### src/rtl/sha256_msg_sender.sv
// Host-side SHA-256 feeder: packs bytes into 64-bit words for the core
// and serializes the returned 256-bit digest into OUT_W-bit beats.
module sha256_msg_sender #(
  parameter int OUT_W = 32
) (
  input  logic              clk,
  input  logic              n_rst,
  input  logic [7:0]        in_data,
  input  logic              in_valid,
  input  logic              in_last,
  input  logic              in_empty,
  output logic              in_ready,
  output logic [63:0]       data_out,
  output logic              data_valid,
  input  logic              ready_rcv,
  output logic              last_block,
  output logic [6:0]        last_block_invalid_bits,
  input  logic [255:0]      hash,
  input  logic              hash_valid,
  output logic              ready_send,
  output logic [OUT_W-1:0]  digest_out,
  output logic              digest_valid,
  output logic              digest_last,
  input  logic              digest_ready,
  output logic              busy
);

  localparam int N_OUT = 256 / OUT_W;
  localparam int IW = $clog2(N_OUT);
  localparam logic [IW-1:0] LAST_IDX = IW'(N_OUT - 1);

  typedef enum logic [1:0] {
    PACK,
    SEND,
    WAIT_DIGEST
  } state_t;

  state_t        state_q, state_d;
  logic [3:0]    cnt_q, cnt_d, cnt_n;
  logic [63:0]   word_q, word_d;
  logic          last_q, last_d;
  logic [6:0]    inv_q, inv_d;
  logic [5:0]    lane;

  logic [255:0]  buf_q;
  logic          full_q;
  logic [IW-1:0] idx_q;
  logic          cap, beat;

  assign cnt_n = cnt_q + 4'd1;
  assign lane  = {3'd7 - cnt_q[2:0], 3'b000};

  assign data_out   = word_q;
  assign data_valid = (state_q == SEND);
  assign last_block = last_q;
  assign last_block_invalid_bits = inv_q;
  assign busy = (state_q != PACK) || (cnt_q != 4'd0);

  assign ready_send   = !full_q;
  assign cap          = hash_valid && ready_send;
  assign beat         = full_q && digest_ready;
  assign digest_valid = full_q;
  assign digest_out   = buf_q[255 -: OUT_W];
  assign digest_last  = full_q && (idx_q == LAST_IDX);

  // Ingress next-state: byte packing, word hand-off, digest wait
  always_comb begin
    state_d  = state_q;
    cnt_d    = cnt_q;
    word_d   = word_q;
    last_d   = last_q;
    inv_d    = inv_q;
    in_ready = 1'b0;
    unique case (state_q)
      PACK: begin
        in_ready = 1'b1;
        if (in_valid && !in_empty) begin
          word_d[lane +: 8] = in_data;
          cnt_d = cnt_n;
          if (in_last) begin
            state_d = SEND;
            last_d  = 1'b1;
            inv_d   = 7'd64 - {cnt_n, 3'b000};
          end else if (cnt_n == 4'd8) begin
            state_d = SEND;
          end
        end else if (in_valid && in_last) begin
          state_d = SEND;
          last_d  = 1'b1;
          inv_d   = 7'd64 - {cnt_q, 3'b000};
        end
      end
      SEND: begin
        if (ready_rcv) begin
          cnt_d   = 4'd0;
          word_d  = 64'd0;
          last_d  = 1'b0;
          inv_d   = 7'd0;
          state_d = last_q ? WAIT_DIGEST : PACK;
        end
      end
      WAIT_DIGEST: begin
        if (cap) state_d = PACK;
      end
      default: state_d = PACK;
    endcase
  end

  // Ingress state and word registers
  always_ff @(posedge clk or negedge n_rst) begin
    if (!n_rst) begin
      state_q <= PACK;
      cnt_q   <= 4'd0;
      word_q  <= 64'd0;
      last_q  <= 1'b0;
      inv_q   <= 7'd0;
    end else begin
      state_q <= state_d;
      cnt_q   <= cnt_d;
      word_q  <= word_d;
      last_q  <= last_d;
      inv_q   <= inv_d;
    end
  end

  // Digest capture and MSW-first shift-out
  always_ff @(posedge clk or negedge n_rst) begin
    if (!n_rst) begin
      buf_q  <= 256'd0;
      full_q <= 1'b0;
      idx_q  <= '0;
    end else if (cap) begin
      buf_q  <= hash;
      full_q <= 1'b1;
      idx_q  <= '0;
    end else if (beat) begin
      buf_q <= buf_q << OUT_W;
      idx_q <= idx_q + 1'b1;
      if (idx_q == LAST_IDX) full_q <= 1'b0;
    end
  end

endmodule
### config.mk
export PLATFORM = sky130hd
export DESIGN_NAME = sha256_msg_sender
export DESIGN_NICKNAME = d
export VERILOG_FILES = /design/src/rtl/sha256_msg_sender.sv
export SDC_FILE = /design/constraint.sdc
export NUM_CORES = 1
export LEC_CHECK = 0
export CAP_MARGIN = 40
export CORE_UTILIZATION = 53
export CTS_CLUSTER_DIAMETER = 200
export DETAILED_ROUTE_END_ITERATION = 10
export GPL_TIMING_DRIVEN = 1
export PLACE_DENSITY = 0.86
export SLEW_MARGIN = 10
export SYNTH_ARGS = -nofsm -noshare
export SYNTH_HDL_FRONTEND = slang
export SYNTH_SLANG_ARGS = --single-unit
### constraint.sdc
create_clock -name clk -period 4.1 [get_ports clk]
set_input_delay 0.82 -clock clk [delete_from_list [all_inputs] [get_ports clk]]
set_output_delay 0.82 -clock clk [all_outputs]
set_load 0.005 [all_outputs]
==> qor.yml <==
status: "finished clean"
finalSetupTns_ns: 0
cts.sinks: 335
cts_made_buffers: 36
yosys.area_share.simple_pct: 20.5
core-area_mm2: 0.0273
die_width_um: 170
clkLatencyLatePin_ns: 0.50
die_area_mm2: 0.0288
yosys-mux-area-fraction_pct: 0.143
finalSetupViolCount: 0
synthArstFlopShare_pct: 100
grt_max_degree: 108
syn-mean-instance-area_um2: 8.98
cp.arrival_ns: 3.24
seq_area_mm2: 0.00838
synthXorXnorAreaFrac_pct: 0.235
cap_violations: 0
power.net_switching_mw: 3.40
gr-max-usage-layer: "met2"
use_met2_pct: 46.3
worst_setup_path_start_kind: "flop"
drt-total-wl_um: 43500
ys_warn_count: 0
power.leakage_nw: 8.65
drt_first_iter_violations: 1421
fin_area_mm2: 0.0199
critPathKind: "reg2reg"
crit_required_ns: 4.48
use_met3_pct: 6.18
grt_antenna_before_repair: 7
clockPowerShare_pct: 29.7
yosysSeqAreaShare_pct: 56.3
vias_per_cell: 5.67
grt_pass1_wl_um: 68400
synth_compound_area_share_pct: 16.9
combPwrFrac_pct: 27.4
routedWlPerCell_um: 18.6
nFillCells: 1950
cp-end-kind: "flop"
rr_endpoint: "data_out[41]"
antenna_left: 0
cts_buffer_depth: 3
clock_skew_ns: 0.0116
synth_fa_ha_area_share_pct: 0.504
drt-pass1-iter-count: 5
final_nets: 2212
slew_headroom_pct: 42.6
rrSetupSlack_ns: 1.24
synth_top_family_by_area: "simple AND/OR/NAND/NOR gates"
drc: 0
rsz0062_at_grt: "false"
syn_inst: 1657
yosysUniqueCellTypes: 47
rr_worst_depth: 7
num_io_pins: 382
fin_crit_sh_pct: 69.8
place_congestion: 0.882
max_freq_mhz: 349
post_cts.repair.setup_buffers: 0
overflow: 0
multi_input_area_mm2: 0.00574
power_density_mw_per_mm2: 552
dpl_cell_area_mm2: 0.0187
htreeDepth: 2
finalHoldViolCount: 0
worstMarginPinSlew_ns: 0.862
dieHeight_um: 170
syn-cell-area_mm2: 0.0149
placementRows: 60
ys_seq_elements: 335
grt_pass1_vias: 12900
vias: 13200
seqPwrFrac_pct: 42.9
min_period_ns: 2.86
synth_edf_count: 0
port_buffers: 378
cts_root_buf: "clkbuf_16"
crit_fanout: 13
grt_use_total_pct: 30.2
hpwl_um: 29900
p_sw_share_pct: 31.0
use_met1_pct: 41.7
cts_tree: "built"
cts_resized: 0
synth_ff_type: "dfrtp_1"
slew_violations: 0
initial_core_util_pct: 54.6
r2r-start: "cnt_q[0]"
clk_pin_slew_ns: 0.06
peakVddDrop_v: 0.000493
layout-drive-gt1-share_pct: 5.72
p_int_mw: 7.59
hold_path.class: "in2async"
syn_to_final_growth_pct: 33.9
hold_buffers: 0
critical path: stages, from the launching register on:
cell	delay [ns]
dfrtp_1	0.32
buf_4	0.21
inv_1	0.17
ha_1	0.64
nand2b_1	0.16
a21oi_1	0.70
o21ai_2	0.24
a32o_1	0.29
power by group through the flow:
stage / sequential, mW / combinational (mW) / clock [mW]
after floorplan: 4.58 / 1.87 / 0
after global placement: 4.73 / 2.86 / 0
after detailed placement: 4.76 / 2.97 / 0
after CTS: 4.71 / 3.01 / 3.30
after global routing: 4.81 / 3.31 / 3.45
final: 4.72 / 3.01 / 3.26
registers in the layout (all words and copies together), names as in the netlist:
| register | cells |
|---|---|
| cnt_q | 4 |
| digest_valid | 1 |
| buf_q | 256 |
| state_q | 2 |
| last_block_invalid_bits | 4 |
| data_out | 64 |
| idx_q | 3 |
| last_block | 1 |
per-stage QoR:
| step | power, mW | setup slack, ns | cells | util [%] | hold WS, ns |
|---|---|---|---|---|---|
| after floorplan | 6.46 | 1.66 | 1659 | - | 0.447 |
| after global placement | 7.59 | 1.04 | 2266 | 68.5 | 0.457 |
| after detailed placement | 7.73 | 0.894 | 2267 | 68.6 | 0.462 |
| after CTS | 11.0 | 1.26 | 2329 | 73.0 | 0.423 |
| after global routing | 11.6 | 1.07 | 2337 | 73.1 | 0.431 |
| final | 11.0 | 1.24 | 2337 | 73.1 | 0.362 |
worst max path at each step:
stage                   from  slack, ns  cells after the start            to
floorplan           cnt_q[0]       1.66                      8  data_out[40]
global placement    in_valid       1.04                      4  data_out[25]
CTS                 cnt_q[0]       1.26                      5          busy
finish              cnt_q[0]       1.24                      7  data_out[41]
global route        cnt_q[0]       1.07                      7  data_out[41]
detailed placement  in_valid       0.89                      4  data_out[62]
placed cells by master, fill, tap and decap left out, types with 25 or more instances in the layout:
| master | n |
|---|---|
| a21oi_1 | 37 |
| a22o_1 | 44 |
| a31oi_1 | 219 |
| a32o_1 | 25 |
| clkbuf_16 | 37 |
| clkdlybuf4s50_1 | 377 |
| dfrtp_1 | 335 |
| nand2_1 | 520 |
| nor2_1 | 224 |
layout make-up:
cell class | count | area share (%)
timing repair buffer | 401 | 20.6
clock inverter | 17 | 0.848
clock buffer | 45 | 5.15
tap | 372 | 2.34
sequential | 335 | 42.1
antenna | 7 | 0.0879
inverter | 4 | 0.0753
multi-input combinational | 1156 | 28.8
logic make-up (layout without fill, tap and decap cells):
group / after synthesis / count (layout)
and+or+nand+nor: 779 / 779
AOI/OAI and AO/OA: 362 / 362
DFF: 335 / 335
buffers and inverters: 168 / 467
adders and majority gates: 6 / 6
xor gates and xnor gates: 4 / 4
muxes: 2 / 2
other: 1 / 10
metal layers:
layer,wire length [um],share of wire [%]
met1,18300,42
met4,1830,4.2
met3,3360,7.7
met5,0,0
met2,19900,46
cell usage after synthesis (all sizes together) (2+ instances only):
master  count  area share [%]
a32o       25             1.7
nor3        2           0.067
o21ai      14            0.67
and2        4            0.17
buf        65             2.7
nor2b       2           0.084
a21o        2            0.10
or4b        2            0.18
a21oi      39             1.4
a31oi     219             9.2
nor2      225             5.7
nand2     522              13
nand3       2           0.067
inv         4            0.10
a211oi      5            0.62
o211ai      2            0.10
a22o       44             2.6
or3b        2            0.12
dfrtp     335              56
nand3b      5            0.25
xnor2       4            0.24
ha          6            0.50
clkbuf     99             2.5
nand2b      7            0.29
a22oi       6            0.30
Note: power is estimated with default switching activity, not from simulation.
